==> config.mk <==
export PLATFORM = sky130hd
export DESIGN_NAME = pipe_stage_skid
export DESIGN_NICKNAME = d
export VERILOG_FILES = /design/src/rtl/pipe_pkg.sv /design/src/rtl/pipe_stage_skid.sv
export SDC_FILE = /design/constraint.sdc
export NUM_CORES = 1
export LEC_CHECK = 0
export ABC_AREA = 1
export BUFFER_PORTS_ARGS = -buffer_cell sky130_fd_sc_hd__buf_4
export CAP_MARGIN = 20
export CORE_MARGIN = 8
export CORE_UTILIZATION = 30
export CTS_CLUSTER_DIAMETER = 120
export DETAILED_ROUTE_END_ITERATION = 10
export GPL_TIMING_DRIVEN = 0
export SLEW_MARGIN = 20
export SYNTH_ARGS = -nofsm -noshare
export SYNTH_HDL_FRONTEND = slang
export SYNTH_SLANG_ARGS = --single-unit
==> constraint.sdc <==
create_clock -name clk -period 2.05 [get_ports clk]
set_input_delay 0.205 -clock clk [delete_from_list [all_inputs] [get_ports clk]]
set_output_delay 0.205 -clock clk [all_outputs]
set_load 0.005 [all_outputs]
==> src/rtl/pipe_pkg.sv <==
// Shared types for the EX/MEM pipeline register: occupancy state and the packed
// control/datapath payloads carried between execute and memory.
package pipe_pkg;

    typedef enum logic [1:0] {
        EMPTY = 2'd0,
        ONE   = 2'd1,
        TWO   = 2'd2
    } state_e;

    typedef struct packed {
        logic       reg_wr;
        logic       mem_wr;
        logic       mem_rd;
        logic [2:0] mem_mask;
        logic [1:0] sel_wb;
    } ex_mem_ctrl_t;

    // PC+4 is carried as a 27-bit index; the upper text-space bits are implied.
    typedef struct packed {
        logic [31:0] alu_o;
        logic [31:0] wr_data;
        logic [4:0]  rd;
        logic [26:0] pc4;
        logic [4:0]  rs2_addr;
    } ex_mem_data_t;

    localparam int CTRL_BITS = $bits(ex_mem_ctrl_t);
    localparam int DATA_BITS = $bits(ex_mem_data_t);

endpackage

==> src/rtl/pipe_stage_skid.sv <==
// EX/MEM pipeline stage with optional two-entry skid buffer; 1-cycle accept-to-valid
// latency. SKID=1 gives a registered in_ready, SKID=0 passes out_ready back to in_ready.
module pipe_stage_skid
    import pipe_pkg::*;
#(
    parameter int CTRL_W = CTRL_BITS,
    parameter int DATA_W = DATA_BITS,
    parameter int SKID   = 1
) (
    input  logic              clk,
    input  logic              rst,
    input  logic              flush,
    input  logic              in_valid,
    output logic              in_ready,
    input  logic [CTRL_W-1:0] in_ctrl,
    input  logic [DATA_W-1:0] in_data,
    output logic              out_valid,
    input  logic              out_ready,
    output logic [CTRL_W-1:0] out_ctrl,
    output logic [DATA_W-1:0] out_data,
    output logic [1:0]        occupancy
);

    state_e            state_q, state_d;
    logic [CTRL_W-1:0] main_ctrl_q, main_ctrl_d;
    logic [DATA_W-1:0] main_data_q, main_data_d;
    logic [CTRL_W-1:0] skid_ctrl_q, skid_ctrl_d;
    logic [DATA_W-1:0] skid_data_q, skid_data_d;
    logic [1:0]        occ_q, occ_d;

    logic main_vld;
    logic skid_vld;
    logic accept;
    logic pop;

    assign main_vld = (state_q != EMPTY);
    assign skid_vld = (state_q == TWO);

    generate
        if (SKID != 0) begin : g_skid
            assign in_ready = !skid_vld && !flush && !rst;
        end else begin : g_single
            assign in_ready = (!main_vld || out_ready) && !flush && !rst;
        end
    endgenerate

    always_comb begin
        state_d     = state_q;
        main_ctrl_d = main_ctrl_q;
        main_data_d = main_data_q;
        skid_ctrl_d = skid_ctrl_q;
        skid_data_d = skid_data_q;
        occ_d       = occ_q;
        accept      = in_valid && in_ready;
        pop         = main_vld && out_ready;

        // Flush masks the head so downstream write enables cannot fire this cycle.
        out_valid = main_vld && !flush;
        out_ctrl  = out_valid ? main_ctrl_q : '0;
        out_data  = flush ? '0 : main_data_q;

        if (flush) begin
            state_d     = EMPTY;
            main_ctrl_d = '0;
            main_data_d = '0;
            skid_ctrl_d = '0;
            skid_data_d = '0;
        end else begin
            case (state_q)
                EMPTY: begin
                    if (accept) begin
                        state_d     = ONE;
                        main_ctrl_d = in_ctrl;
                        main_data_d = in_data;
                    end
                end
                ONE: begin
                    if (accept && pop) begin
                        main_ctrl_d = in_ctrl;
                        main_data_d = in_data;
                    end else if (accept) begin
                        state_d     = TWO;
                        skid_ctrl_d = in_ctrl;
                        skid_data_d = in_data;
                    end else if (pop) begin
                        state_d     = EMPTY;
                        main_ctrl_d = '0;
                        main_data_d = '0;
                    end
                end
                TWO: begin
                    // Older entry lives in main, so draining always promotes skid.
                    if (pop) begin
                        state_d     = ONE;
                        main_ctrl_d = skid_ctrl_q;
                        main_data_d = skid_data_q;
                        skid_ctrl_d = '0;
                        skid_data_d = '0;
                    end
                end
                default: begin
                    state_d = EMPTY;
                end
            endcase
        end

        case (state_d)
            ONE:     occ_d = 2'd1;
            TWO:     occ_d = 2'd2;
            default: occ_d = 2'd0;
        endcase
    end

    always_ff @(posedge clk) begin
        if (rst) begin
            state_q     <= EMPTY;
            main_ctrl_q <= '0;
            main_data_q <= '0;
            skid_ctrl_q <= '0;
            skid_data_q <= '0;
            occ_q       <= 2'd0;
        end else begin
            state_q     <= state_d;
            main_ctrl_q <= main_ctrl_d;
            main_data_q <= main_data_d;
            skid_ctrl_q <= skid_ctrl_d;
            skid_data_q <= skid_data_d;
            occ_q       <= occ_d;
        end
    end

    assign occupancy = occ_q;

endmodule

### Word level (Yosys, flattened, before mapping)

Cells that the tools add are included.

* register bits after elaboration: 222
* latch bits: 0
* RAM bits: 0
* ROM bits: 0
* input port bits: 114
* output and inout bits: 113
* word-level logic and storage cells: 58
* memories kept: 0

* add/sub/neg operators: 0
* multipliers: 0
* div/mod/pow operators: 0
* $lt $le $gt $ge: 0
* equal/unequal tests: 10
* shift operators: 0
* mux-type cells: 26
* bitwise operators: 0
* reductions and logical operators: 16

Operators by type and width (count)
* 101-bit two-way mux: 7
* 101-bit case mux with 3 select lines: 1
* 101-bit case mux with 2 select lines: 1
* 8-bit two-way mux: 7
* 8-bit case mux with 3 select lines: 1
* 8-bit case mux with 2 select lines: 1
* 2-bit two-way mux: 6
* 1-bit logical AND: 6
* 2-bit != test, second input constant: 3
* 3-bit != test, second input constant: 2
* 2-bit case mux with 3 select lines: 1
* 5-bit AND reduction: 1
* 2-bit by 1-bit == test with 1-bit output, second input constant: 2
* 2-bit == test, second input constant: 2
* 2-bit case mux with 2 select lines: 1
* 4-bit AND reduction: 1
* 2-bit nonzero test: 2
* 1-bit zero test: 3
* 3-bit nonzero test: 1
* 2-bit zero test: 1
* 2-bit by 1-bit != test with 1-bit output, second input constant: 1
* 2-bit OR reduction: 1

### Logic depth before layout (Yosys ltp)

* depth after elaboration: 11
* mapped depth: 12
* gate-level depth less buffers: 10

### Worst setup path after synthesis

Ideal clock, no wire load.

* path type: reg-to-reg
* start point: register state_q[0]
* end point: register skid_ctrl_q[0]
* setup time: 69 ps
* arrival time: 1805 ps
* required time: 1981 ps
* setup slack: 176 ps
* cell stages (with the launch flop): 8
* path buffers: 3
* period minus slack after synthesis: 1874 ps
* path through: dfxtp_1 -> inv_1 -> ha_1 -> clkbuf_1 -> clkbuf_1 -> clkbuf_1 -> nand3_1 -> o21ai_1

* longest elaborated chain between the ends: 8
* elaborated cells between the ends (all ways): 15
* classes of those cells: eq/ne: 5; mux: 1; reduce/logical: 9

RTL lines
* start, declared: line pipe_stage_skid.sv:24 `state_e state_q, state_d;`
* start signal, assigned: line pipe_stage_skid.sv:123 `state_q <= state_d;`
* 2-bit == test: line pipe_stage_skid.sv:37, pipe_stage_skid.sv:69
* 1-bit zero test: line pipe_stage_skid.sv:41 `assign in_ready = !skid_vld && !flush && !rst;`
* 1-bit logical AND (2 in series): line pipe_stage_skid.sv:41
* 1-bit logical AND: line pipe_stage_skid.sv:54 `accept = in_valid && in_ready;`
* 1-bit logical AND: line pipe_stage_skid.sv:78 `if (accept && pop) begin`
* 2-bit != test (no source line)
* 4-bit AND reduction (no source line)
* end signal, assigned: line pipe_stage_skid.sv:126 `skid_ctrl_q <= skid_ctrl_d;`
* end, declared: line pipe_stage_skid.sv:27 `logic [CTRL_W-1:0] skid_ctrl_q, skid_ctrl_d;`

Several ways; a longest one is shown, not always the timed one.
A chain may end at the register's enable or synchronous reset.

### Final worst setup path

* start point: register state_q[0]
* end point: output port in_ready

* longest elaborated chain between the ends: 4

RTL lines
* 2-bit == test: line pipe_stage_skid.sv:37 `assign skid_vld = (state_q == TWO);`
* 1-bit zero test: line pipe_stage_skid.sv:41
* 1-bit logical AND (2 in series): line pipe_stage_skid.sv:41
* end, declared: line pipe_stage_skid.sv:14 `output logic in_ready,`

Every way passes these cells.

==> impl_metrics.json <==
{
  "place_hpwl_mm": 30.2,
  "clockBufferDepth": 3,
  "final_common_cell": "nor2_1",
  "seq_area_frac_synth": 0.370,
  "nets": 2547,
  "p_clk_frac": 0.441,
  "switchingPower_uw": 2730,
  "cp-end-kind": "output pin",
  "start_util": 0.303,
  "grt_pass1_wl_mm": 68.1,
  "synth_area_um2": 12000,
  "critPathMaxFanout": 10,
  "crit_arrival_ns": 1.77,
  "gp_congestion": 0.849,
  "crit_path_start_kind": "flip-flop",
  "internal-power_uw": 7680,
  "grt_overflow": 0,
  "clock_latency_ns": 0.53,
  "max_stage_delay_ns": 0.37,
  "power_frac_comb": 0.134,
  "routed_wl_mm": 43.1,
  "row_count": 73,
  "synthToLayoutAreaGrowth_pct": 38.2,
  "drive_above_1_share": 0.152,
  "ios": 227,
  "outcome": "completed",
  "port_buffers": 226,
  "seqCellArea_um2": 4450,
  "pwr-share-seq": 0.425,
  "critPathKind": "flip-flop to output pin",
  "p_total_uw": 10400,
  "fp.dieArea_um2": 46700,
  "finalHoldViolations": 0,
  "synth_top_cell_area_share": 0.370,
  "synth_area_per_cell_um2": 5.82,
  "vdd_drop_max_mv": 0.545,
  "setup_viol": 0,
  "worstPathRequired_ns": 1.85,
  "coreArea_um2": 39600,
  "critical_path.most_common_cell": "inv_4",
  "post-route-drc-count": 0,
  "hp-class": "input port to flip-flop",
  "tritoncts": "built",
  "nFillCells": 4270,
  "finalClockSkew_ns": 0.00987,
  "antenna_found_initial": 1,
  "post_drt_wl_per_cell_um": 14.5,
  "vias": 13100,
  "yosys-top-cells-area": "dfxtp_1 (37%), nor2_1 (17%), nand2_1 (14%)",
  "fmax_mhz": 506,
  "multi_input_area_um2": 5740,
  "grt_pass1_vias": 12800,
  "power_leakage_uw": 0.00728,
  "die_height_um": 216,
  "slew_headroom": 0.276,
  "clk_pin_slew_worst_paths_ns": 0.05,
  "netlist_instances": 2064,
  "powerDensity_nw_per_um2": 627,
  "ys_types": 18,
  "drv_cap": 0,
  "drt_iter0_markers": 841,
  "swShare": 0.262,
  "post-place-ws_ns": -0.824,
  "yosys_warnings": 0,
  "final_cell_mix": "nor2_1 (548), nand2_1 (451), inv_1 (336)",
  "cts_buffers": 27,
  "worst_slew_pin_slew_ns": 1.09,
  "dr.pass1.iters": 5,
  "crit_slowest_cell": "dfxtp_4",
  "ys_ff_latch": 222,
  "synth_nets": 2182,
  "cts.sinks": 222,
  "htreeDepth": 1,
  "grt_max_degree": 20,
  "min_period_ns": 1.98,
  "detail-route-antenna-nets": 0,
  "viasPerCell": 4.41,
  "rsz0062_at_grt": "true",
  "yosysTopAreaCell": "dfxtp_1",
  "grtUsageTotal": 0.177,
  "layout_worst_path_cycle_share": 0.963,
  "drv_slew": 0,
  "die_x_um": 216,
  "path_cells": "inv_4 -> ha_4 -> inv_4 -> nand2_2 -> clkbuf_16 -> clkbuf_8 -> inv_1 -> buf_4",
  "setup_ws_ns": 0.0749,
  "root_buffer": "clkbuf_16"
}
[cell families after synthesis]
| group | count (synthesis) | share of synthesized area |
|---|---|---|
| and+or+nand+nor | 1230 | 0.420 |
| buffers and inverters | 494 | 0.159 |
| DFF | 222 | 0.370 |
| AOI/OAI and AO/OA | 114 | 0.0475 |
| adders and majority gates | 4 | 0.00416 |
[cell usage after synthesis (all sizes together)]
master,count
nand3,113
nand2,454
inv,341
nor2,553
buf,36
dfxtp,222
nand4,110
a21oi,2
o21ai,112
clkbuf,117
ha,4
[per-stage QoR]
step / setup TNS (ns) / hold slack [ns] / std cells / util / cell area (um2)
floorplan: 0 / 0.362 / 2064 / - / 12000
global placement: -108.58 / 0.493 / 2815 / 0.363 / 14400
detailed placement: -121.53 / 0.496 / 2815 / 0.363 / 14400
CTS: -0.134 / 0.169 / 2973 / 0.416 / 16500
global route: -0.0521 / 0.249 / 2973 / 0.419 / 16600
finish: 0 / 0.215 / 2973 / 0.419 / 16600
[final cells by class]
cell class | instances | area share
antenna | 1 | 0.000151
buffer | 149 | 0.0468
clock buffer | 36 | 0.0451
clock inverter | 11 | 0.00535
inverter | 341 | 0.0775
multi-input combinational | 1348 | 0.346
sequential | 222 | 0.268
tap | 525 | 0.0395
timing repair buffer | 340 | 0.172
[power groups by stage]
stage          sequential (uW)  clock, uW  combinational, uW
6_report                  4420       4590               1390
4_1_cts                   4420       4730               1380
3_3_place_gp              4520          0               1170
5_1_grt                   4430       4880               1550
2_1_floorplan             4510          0                655
3_5_place_dp              4520          0               1180
[worst max-delay path, delay by kind of cell, from the launching register on]
| family | cells | cell delay, ns |
|---|---|---|
| DFF | 1 | 0.37 |
| adders and majority gates | 1 | 0.18 |
| buffers and inverters | 6 | 0.61 |
| and+or+nand+nor | 1 | 0.07 |
[state kept, by name, indices dropped and copies added (netlist names)]
name         cells
main_data_q    101
skid_data_q    101
main_ctrl_q      8
skid_ctrl_q      8
occupancy        2
state_q          2
[layer usage]
layer  GRT usage  wire, um
met1       0.222     19200
met2       0.312     20800
met3      0.0248      2060
met4      0.0489       981
met5           0         0
[timing repair]
action / 4_1_cts / 5_1_grt
setup endpoints to repair: 314 / 221
setup buffers: 3 / 1
endpoints found under the hold margin: 111 / 0
pin swaps: 1 / 0
gates cloned: 1 / 0
resized for setup: 65 / 77
hold buffers: 109 / 0
[worst paths after layout]
check | from | to | slack [ns] | cells after the start
hold reg to reg | main_data_q[29] | main_data_q[29] | 0.52 | 4
hold / removal | in_valid | state_q[0] | 0.22 | 7
setup / recovery | state_q[0] | in_ready | 0.07 | 8
setup reg to reg | state_q[1] | main_data_q[44] | 0.13 | 11
(Power assumes the default switching activity.)
